**config.mk**
```make
export PLATFORM = sky130hd
export DESIGN_NAME = ddr3_axi_burst_engine
export DESIGN_NICKNAME = d
export VERILOG_FILES = /design/src/rtl/ddr3_axi_pkg.sv /design/src/rtl/ddr3_burst_splitter.sv /design/src/rtl/ddr3_axi_burst_engine.sv
export SDC_FILE = /design/constraint.sdc
export NUM_CORES = 1
export LEC_CHECK = 0
export CORE_AREA = 2 2 463 465
export CTS_CLUSTER_DIAMETER = 50
export DETAILED_ROUTE_END_ITERATION = 10
export DIE_AREA = 0 0 465 467
export GPL_ROUTABILITY_DRIVEN = 0
export PLACE_DENSITY = 0.3
export SYNTH_ARGS = -nofsm -noshare
export SYNTH_HDL_FRONTEND = slang
export SYNTH_SLANG_ARGS = --single-unit
```
**constraint.sdc**
```tcl
create_clock -name clk -period 26.6 [get_ports clk]
set_clock_uncertainty 0.05 [all_clocks]
set_input_delay 2.66 -clock clk [delete_from_list [all_inputs] [get_ports clk]]
set_output_delay 2.66 -clock clk [all_outputs]
set_load 0.01 [all_outputs]
```
**src/rtl/ddr3_axi_pkg.sv**
```systemverilog
// Shared FSM state encoding and AXI burst-length width for the DDR3 AXI burst engine.
package ddr3_axi_pkg;

    localparam int AXI_LEN_W = 8;

    typedef logic [2:0] state_t;

    localparam logic [2:0] ST_IDLE    = 3'd0;
    localparam logic [2:0] ST_WR_AW   = 3'd1;
    localparam logic [2:0] ST_WR_DATA = 3'd2;
    localparam logic [2:0] ST_WR_FIN  = 3'd3;
    localparam logic [2:0] ST_RD_AR   = 3'd4;
    localparam logic [2:0] ST_RD_DATA = 3'd5;
    localparam logic [2:0] ST_RD_FIN  = 3'd6;

endpackage

```
**src/rtl/ddr3_burst_splitter.sv**
```systemverilog
// Combinational burst sizing: beats = min(remaining, distance to next BURST_MAX boundary).
// Zero latency; no handshake, outputs are only meaningful while remaining is non-zero.
module ddr3_burst_splitter
    import ddr3_axi_pkg::*;
#(
    parameter int ADDR_W    = 28,
    parameter int LEN_W     = 10,
    parameter int BURST_MAX = 16
) (
    input  logic [ADDR_W-1:0]    addr,
    input  logic [LEN_W-1:0]     remaining,
    output logic [AXI_LEN_W-1:0] axlen,
    output logic [ADDR_W-1:0]    next_addr,
    output logic [LEN_W-1:0]     next_remaining
);

    localparam int OFS_W = $clog2(BURST_MAX);
    localparam int CNT_W = (LEN_W > OFS_W + 1) ? LEN_W : OFS_W + 1;

    logic [CNT_W-1:0] to_boundary;
    logic [CNT_W-1:0] rem_ext;
    logic [CNT_W-1:0] beats;

    always_comb begin
        to_boundary    = CNT_W'(BURST_MAX) - CNT_W'(addr[OFS_W-1:0]);
        rem_ext        = CNT_W'(remaining);
        beats          = (rem_ext < to_boundary) ? rem_ext : to_boundary;
        axlen          = AXI_LEN_W'(beats - CNT_W'(1));
        next_addr      = addr + ADDR_W'(beats);
        next_remaining = remaining - LEN_W'(beats);
    end

endmodule

```
**src/rtl/ddr3_axi_burst_engine.sv**
```systemverilog
// Turns DDR3 read/write requests into boundary-aligned AXI4 bursts; write data flows FIFO->AXI combinationally,
// read data AXI->FIFO with one register stage. AW/AR/W wait on ready; R is always accepted.
module ddr3_axi_burst_engine
    import ddr3_axi_pkg::*;
#(
    parameter int ADDR_W    = 28,
    parameter int DATA_W    = 256,
    parameter int LEN_W     = 10,
    parameter int BURST_MAX = 16,
    parameter int FIN_GAP   = 2
) (
    input  logic                 clk,
    input  logic                 rst,
    input  logic                 wd_req,
    input  logic [ADDR_W-1:0]    wd_addr,
    input  logic [LEN_W-1:0]     wd_len,
    output logic                 wd_finish,
    input  logic                 rd_req,
    input  logic [ADDR_W-1:0]    rd_addr,
    input  logic [LEN_W-1:0]     rd_len,
    output logic                 rd_finish,
    output logic                 wfifo_rd_en,
    input  logic [DATA_W-1:0]    wfifo_rdata,
    output logic                 rfifo_wr_en,
    output logic [DATA_W-1:0]    rfifo_wdata,
    output logic [ADDR_W-1:0]    axi_awaddr,
    output logic [AXI_LEN_W-1:0] axi_awlen,
    output logic                 axi_awvalid,
    input  logic                 axi_awready,
    output logic [DATA_W-1:0]    axi_wdata,
    output logic                 axi_wlast,
    output logic                 axi_wvalid,
    input  logic                 axi_wready,
    output logic [ADDR_W-1:0]    axi_araddr,
    output logic [AXI_LEN_W-1:0] axi_arlen,
    output logic                 axi_arvalid,
    input  logic                 axi_arready,
    input  logic [DATA_W-1:0]    axi_rdata,
    input  logic                 axi_rlast,
    input  logic                 axi_rvalid
);

    localparam int GAP_W = $clog2(FIN_GAP + 2);

    state_t               state;
    logic [ADDR_W-1:0]    addr_q;
    logic [LEN_W-1:0]     rem_q;
    logic [AXI_LEN_W-1:0] cnt_q;
    logic [GAP_W-1:0]     gap_q;

    logic [AXI_LEN_W-1:0] split_len;
    logic [ADDR_W-1:0]    split_addr;
    logic [LEN_W-1:0]     split_rem;
    logic                 rd_beat;

    ddr3_burst_splitter #(
        .ADDR_W    (ADDR_W),
        .LEN_W     (LEN_W),
        .BURST_MAX (BURST_MAX)
    ) u_splitter (
        .addr           (addr_q),
        .remaining      (rem_q),
        .axlen          (split_len),
        .next_addr      (split_addr),
        .next_remaining (split_rem)
    );

    // Outputs decode from state and are forced to zero outside their phase so reset clears them at once.
    always_comb begin
        axi_awvalid = (state == ST_WR_AW);
        axi_awaddr  = axi_awvalid ? addr_q : '0;
        axi_awlen   = axi_awvalid ? split_len : '0;
        axi_wvalid  = (state == ST_WR_DATA);
        axi_wdata   = axi_wvalid ? wfifo_rdata : '0;
        axi_wlast   = axi_wvalid && (cnt_q == '0);
        wfifo_rd_en = axi_wvalid && axi_wready;
        axi_arvalid = (state == ST_RD_AR);
        axi_araddr  = axi_arvalid ? addr_q : '0;
        axi_arlen   = axi_arvalid ? split_len : '0;
        wd_finish   = (state == ST_WR_FIN);
        rd_finish   = (state == ST_RD_FIN);
        rd_beat     = (state == ST_RD_DATA) && axi_rvalid;
    end

    always_ff @(posedge clk or posedge rst) begin
        if (rst) begin
            state  <= ST_IDLE;
            addr_q <= '0;
            rem_q  <= '0;
            cnt_q  <= '0;
            gap_q  <= '0;
        end else begin
            case (state)
                ST_IDLE: begin
                    if (gap_q != '0) begin
                        gap_q <= gap_q - GAP_W'(1);
                    end else if (wd_req) begin
                        addr_q <= wd_addr;
                        rem_q  <= wd_len;
                        state  <= (wd_len == '0) ? ST_WR_FIN : ST_WR_AW;
                    end else if (rd_req) begin
                        addr_q <= rd_addr;
                        rem_q  <= rd_len;
                        state  <= (rd_len == '0) ? ST_RD_FIN : ST_RD_AR;
                    end
                end
                // addr_q/rem_q advance at the address handshake; the data phase only needs the beat count.
                ST_WR_AW: begin
                    if (axi_awready) begin
                        cnt_q  <= split_len;
                        addr_q <= split_addr;
                        rem_q  <= split_rem;
                        state  <= ST_WR_DATA;
                    end
                end
                ST_WR_DATA: begin
                    if (axi_wready) begin
                        if (cnt_q == '0) begin
                            state <= (rem_q == '0) ? ST_WR_FIN : ST_WR_AW;
                        end else begin
                            cnt_q <= cnt_q - AXI_LEN_W'(1);
                        end
                    end
                end
                ST_RD_AR: begin
                    if (axi_arready) begin
                        addr_q <= split_addr;
                        rem_q  <= split_rem;
                        state  <= ST_RD_DATA;
                    end
                end
                // rlast, not the beat count, closes a read burst.
                ST_RD_DATA: begin
                    if (axi_rvalid && axi_rlast) begin
                        state <= (rem_q == '0) ? ST_RD_FIN : ST_RD_AR;
                    end
                end
                ST_WR_FIN, ST_RD_FIN: begin
                    gap_q <= GAP_W'(FIN_GAP);
                    state <= ST_IDLE;
                end
                default: state <= ST_IDLE;
            endcase
        end
    end

    always_ff @(posedge clk or posedge rst) begin
        if (rst) begin
            rfifo_wr_en <= 1'b0;
            rfifo_wdata <= '0;
        end else begin
            rfifo_wr_en <= rd_beat;
            if (rd_beat) begin
                rfifo_wdata <= axi_rdata;
            end
        end
    end

endmodule
```
==> results.txt <==
----------------------------------------------------
[Clock tree]
  Clock tree from TritonCTS ... built
  Clock latency of the later-clocked register in the worst-skew pair ... 680 ps
  Hold buffers post-CTS ... 0
  Number of resized instances in the post-cts repair step ... 0
  Clock root cell ... sky130_fd_sc_hd__clkbuf_16
  Buffer levels on the longest clock path ... 3
  Clock-pin transition on the worst setup and hold timing paths ... 40 ps
  Postcts setup bufs ... 0
  Clk sink count ... 308
  Number of buffers added by the clock tree synthesis step ... 81
  CTS HTree Levels ... 3

[Timing]
  Unrepaired setup endpoints after global routing ... false
  Slew Limit Headroom ... 29.9%
  Final sum of negative setup slack ... 0 ps
  Max Freq ... 123 MHz
  Minimum setup slack in the final design ... 18,500 ps
  Final number of hold-violating endpoints ... 0
  Crit share post-route ... 30.5%
  Slew Limit Fails ... 0
  Setup Viol. Count Final ... 0
  Least-Margin Pin Slew ... 1050 ps
  Shortest clock period the worst path allows after layout ... 8100 ps

[Logic synthesis]
  EDFF count, synth ... 0
  Cell type contributing the most total cell area after synthesis ... sky130_fd_sc_hd__dfrtp_1
  Most used flip-flop cell after synthesis ... sky130_fd_sc_hd__dfrtp_1
  Top area cells in the synthesized netlist ... sky130_fd_sc_hd__dfrtp_1, sky130_fd_sc_hd__mux2_2, sky130_fd_sc_hd__and2_1
  Ys Warns ... 0
  Async S/R FF share, synth ... 100%
  Post-synthesis instance total ... 1,499
  Post-synth top area share ... 47.5%
  Synth cell types ... 64
  Syn Std Cell Area ... 0.0162 mm²
  Seq cells post-synth ... 308
  Average size of a mapped cell ... 10.8 µm²
  Share of the yosys chip area belonging to registers ... 47.5%

[Critical path]
  Worst R2R Start ... addr_q[0]$_DFFE_PP0P_
  CP Max Fanout ... 14
  Crit path capture type ... output pin
  R2R cell count ... 17
  Type of origin of the critical path ... flop
  R2r setup slk ... 21,270 ps
  Crit path DAT ... 5390 ps
  Class of the most critical setup path ... reg -> out
  WP data required ... 23,890 ps
  Endpoint of the most critical register-to-register path ... addr_q[15]$_DFFE_PP0P_

[Routing]
  Total Routed Length ... 171,000 µm
  Remaining antenna violation count after routing ... 0
  Router iterations before antenna repair ... 5
  Number of DRC markers in iteration 0 ... 786
  Routed via count divided by cell count ... 3.19
  Routed len/inst ... 30.5 µm
  DR DRC count ... 0
  Overall via count from detail_route ... 17,800

[Global route]
  Antenna violations before repair ... 207
  Global-route wire length before repair ... 210,000 µm
  Aggregate global-route resource usage ... 15.1%
  Total congestion overflow after global routing ... 0
  Pin count of the biggest net entering global routing ... 151
  Number of global-route vias before repair ... 17,800

[Floorplan]
  Number of standard-cell rows in the floorplan ... 169
  Die Span X ... 465 µm
  Area of the core region ... 0.212 mm²
  Count of boundary I/O pins ... 1,189
  Die height ... 467 µm
  Die area ... 0.217 mm²
  Initial Utilization ... 7.67%

[Min path]
  Origin of the worst min-delay path ... rfifo_wdata[254]$_DFFE_PP0P_
  Worst min-delay path class ... reg -> reg
  Worst hold path depth ... 1
  Hold Path End ... rfifo_wdata[254]$_DFFE_PP0P_

[Status]
  Result of the run ... completed

[Place]
  Post-DP HPWL ... 149,000 µm
  Port-buffer cells ... 1,188
  Setup slack at placement ... 19,140 ps

[Finish]
  Fill count ... 23,600
  Most frequent cells in the layout ... sky130_fd_sc_hd__clkdlybuf4s50_1, sky130_fd_sc_hd__and2_1, sky130_fd_sc_hd__dfrtp_1
  Net total in the final layout ... 3,312
  Area overhead of the layout relative to synthesis ... 111%
  Share of post-route cells with drive strength above 1 ... 15.7%
  Most frequent standard cell in the layout excluding fill and tap cells ... sky130_fd_sc_hd__clkdlybuf4s50_1

[Run]
  Max cap viols ... 0

[Pwr]
  Worst voltage drop across the vdd grid ... 0.0756 mV
  PwrDens ... 113 mW/mm²
  Leakage component of the power ... 0.0129 µW

----------------------------------------------------
critical path, cell delays in order, from the launching register on:
cell and delay [ps]:
sky130_fd_sc_hd__dfrtp_1 480, sky130_fd_sc_hd__inv_1 140, sky130_fd_sc_hd__ha_1 270, sky130_fd_sc_hd__xnor2_1 290, sky130_fd_sc_hd__inv_1 100, sky130_fd_sc_hd__ha_1 310
sky130_fd_sc_hd__a21o_1 110, sky130_fd_sc_hd__a31oi_1 40, sky130_fd_sc_hd__o21ai_2 570, sky130_fd_sc_hd__mux2_2 450, sky130_fd_sc_hd__inv_1 140, sky130_fd_sc_hd__ha_1 300
sky130_fd_sc_hd__inv_1 150, sky130_fd_sc_hd__o31ai_1 210, sky130_fd_sc_hd__o21ai_0 110, sky130_fd_sc_hd__mux2i_1 470, sky130_fd_sc_hd__nor2_1 110, sky130_fd_sc_hd__clkdlybuf4s50_1 500
cell type report:
type | instances | area [µm²] | share of cell area [%]
clock inverter | 45 | 662 | 1.93
clock buffer | 101 | 2170 | 6.34
sequential | 308 | 7710 | 22.5
antenna | 12 | 30.0 | 0.0876
multi-input combinational | 1062 | 8020 | 23.4
tap | 2821 | 3530 | 10.3
timing repair buffer | 1203 | 12000 | 35.1
inverter | 33 | 140 | 0.409
worst max path at each step:
stage / depth (start not counted) / from / slack (ps) / to
final: 17 / addr_q[0]$_DFFE_PP0P_ / 18500 / axi_awlen[4]
after global routing: 17 / addr_q[0]$_DFFE_PP0P_ / 18020 / axi_awlen[4]
after CTS: 17 / addr_q[0]$_DFFE_PP0P_ / 18390 / axi_awlen[4]
after detailed placement: 17 / addr_q[0]$_DFFE_PP0P_ / 19140 / axi_awlen[4]
after global placement: 17 / addr_q[0]$_DFFE_PP0P_ / 19130 / axi_awlen[4]
after floorplan: 1 / rst / 15370 / addr_q[0]$_DFFE_PP0P_
report_power, final:
| group | leakage, µW | internal (µW) | switching, µW | total (µW) |
|---|---|---|---|---|
| logic | 0.00782 | 925 | 1000 | 1930 |
| clock network | 0.00137 | 688 | 360 | 1050 |
| registers | 0.00367 | 711 | 184 | 896 |
| total | 0.0129 | 2320 | 1550 | 3870 |
Yosys cell counts, drive strengths merged (3+ instances only):
master	count
mux2i	31
nor2b	6
and4	4
nand3	25
a211oi	5
nand2	54
o31ai	5
and2	309
a31oi	8
nand2b	9
nand4	13
a21o	10
ha	24
o22a	3
xor2	4
buf	47
or4	3
a2bb2oi	4
inv	31
nor2	68
o211ai	10
mux2	267
o41ai	3
and3	5
o22ai	5
a21oi	50
nor3	31
dfrtp	308
a311oi	5
xnor2	9
o311ai	4
or3	6
nor4	9
nand3b	4
o21ai	41
clkbuf	53
per-layer routing:
layer	routed length (µm)	track usage [%]	part of all wire [%]
met5	41	0	0.024
met4	5710	3.35	3.3
met3	18600	7.38	11
met2	93700	30.1	55
met1	52500	13.4	31
state kept, by name, indices dropped and copies added, names as in the netlist:
| register | flops |
|---|---|
| state | 3 |
| gap_q | 2 |
| rfifo_wdata | 256 |
| rfifo_wr_en | 1 |
| rem_q | 10 |
| cnt_q | 8 |
| addr_q | 28 |
through the flow:
| stage | instance area (µm²) | total power, µW | cells | util (%) | hold slack [ps] |
|---|---|---|---|---|---|
| 2_1_floorplan | 16300 | 1690 | 1503 | - | 431 |
| 3_3_place_gp | 31400 | 2890 | 5427 | 14.8 | 439 |
| 3_5_place_dp | 31400 | 2890 | 5427 | 14.8 | 444 |
| 4_1_cts | 34300 | 3990 | 5573 | 16.2 | 454 |
| 5_1_grt | 34300 | 4160 | 5578 | 16.2 | 458 |
| 6_report | 34300 | 3870 | 5585 | 16.2 | 451 |
logic make-up (layout without fill, tap and decap cells):
logic type	Yosys count	in the layout	synth area share, %
simple gates	553	553	19.3
flops	308	308	47.5
mux	298	298	20.5
compound gates	167	167	6.60
buf+inv	133	1382	3.39
fa+ha+maj	26	26	2.10
xor+xnor	13	13	0.701
other cells	1	17	0.0231
Note: power is estimated with default switching activity, not from simulation.
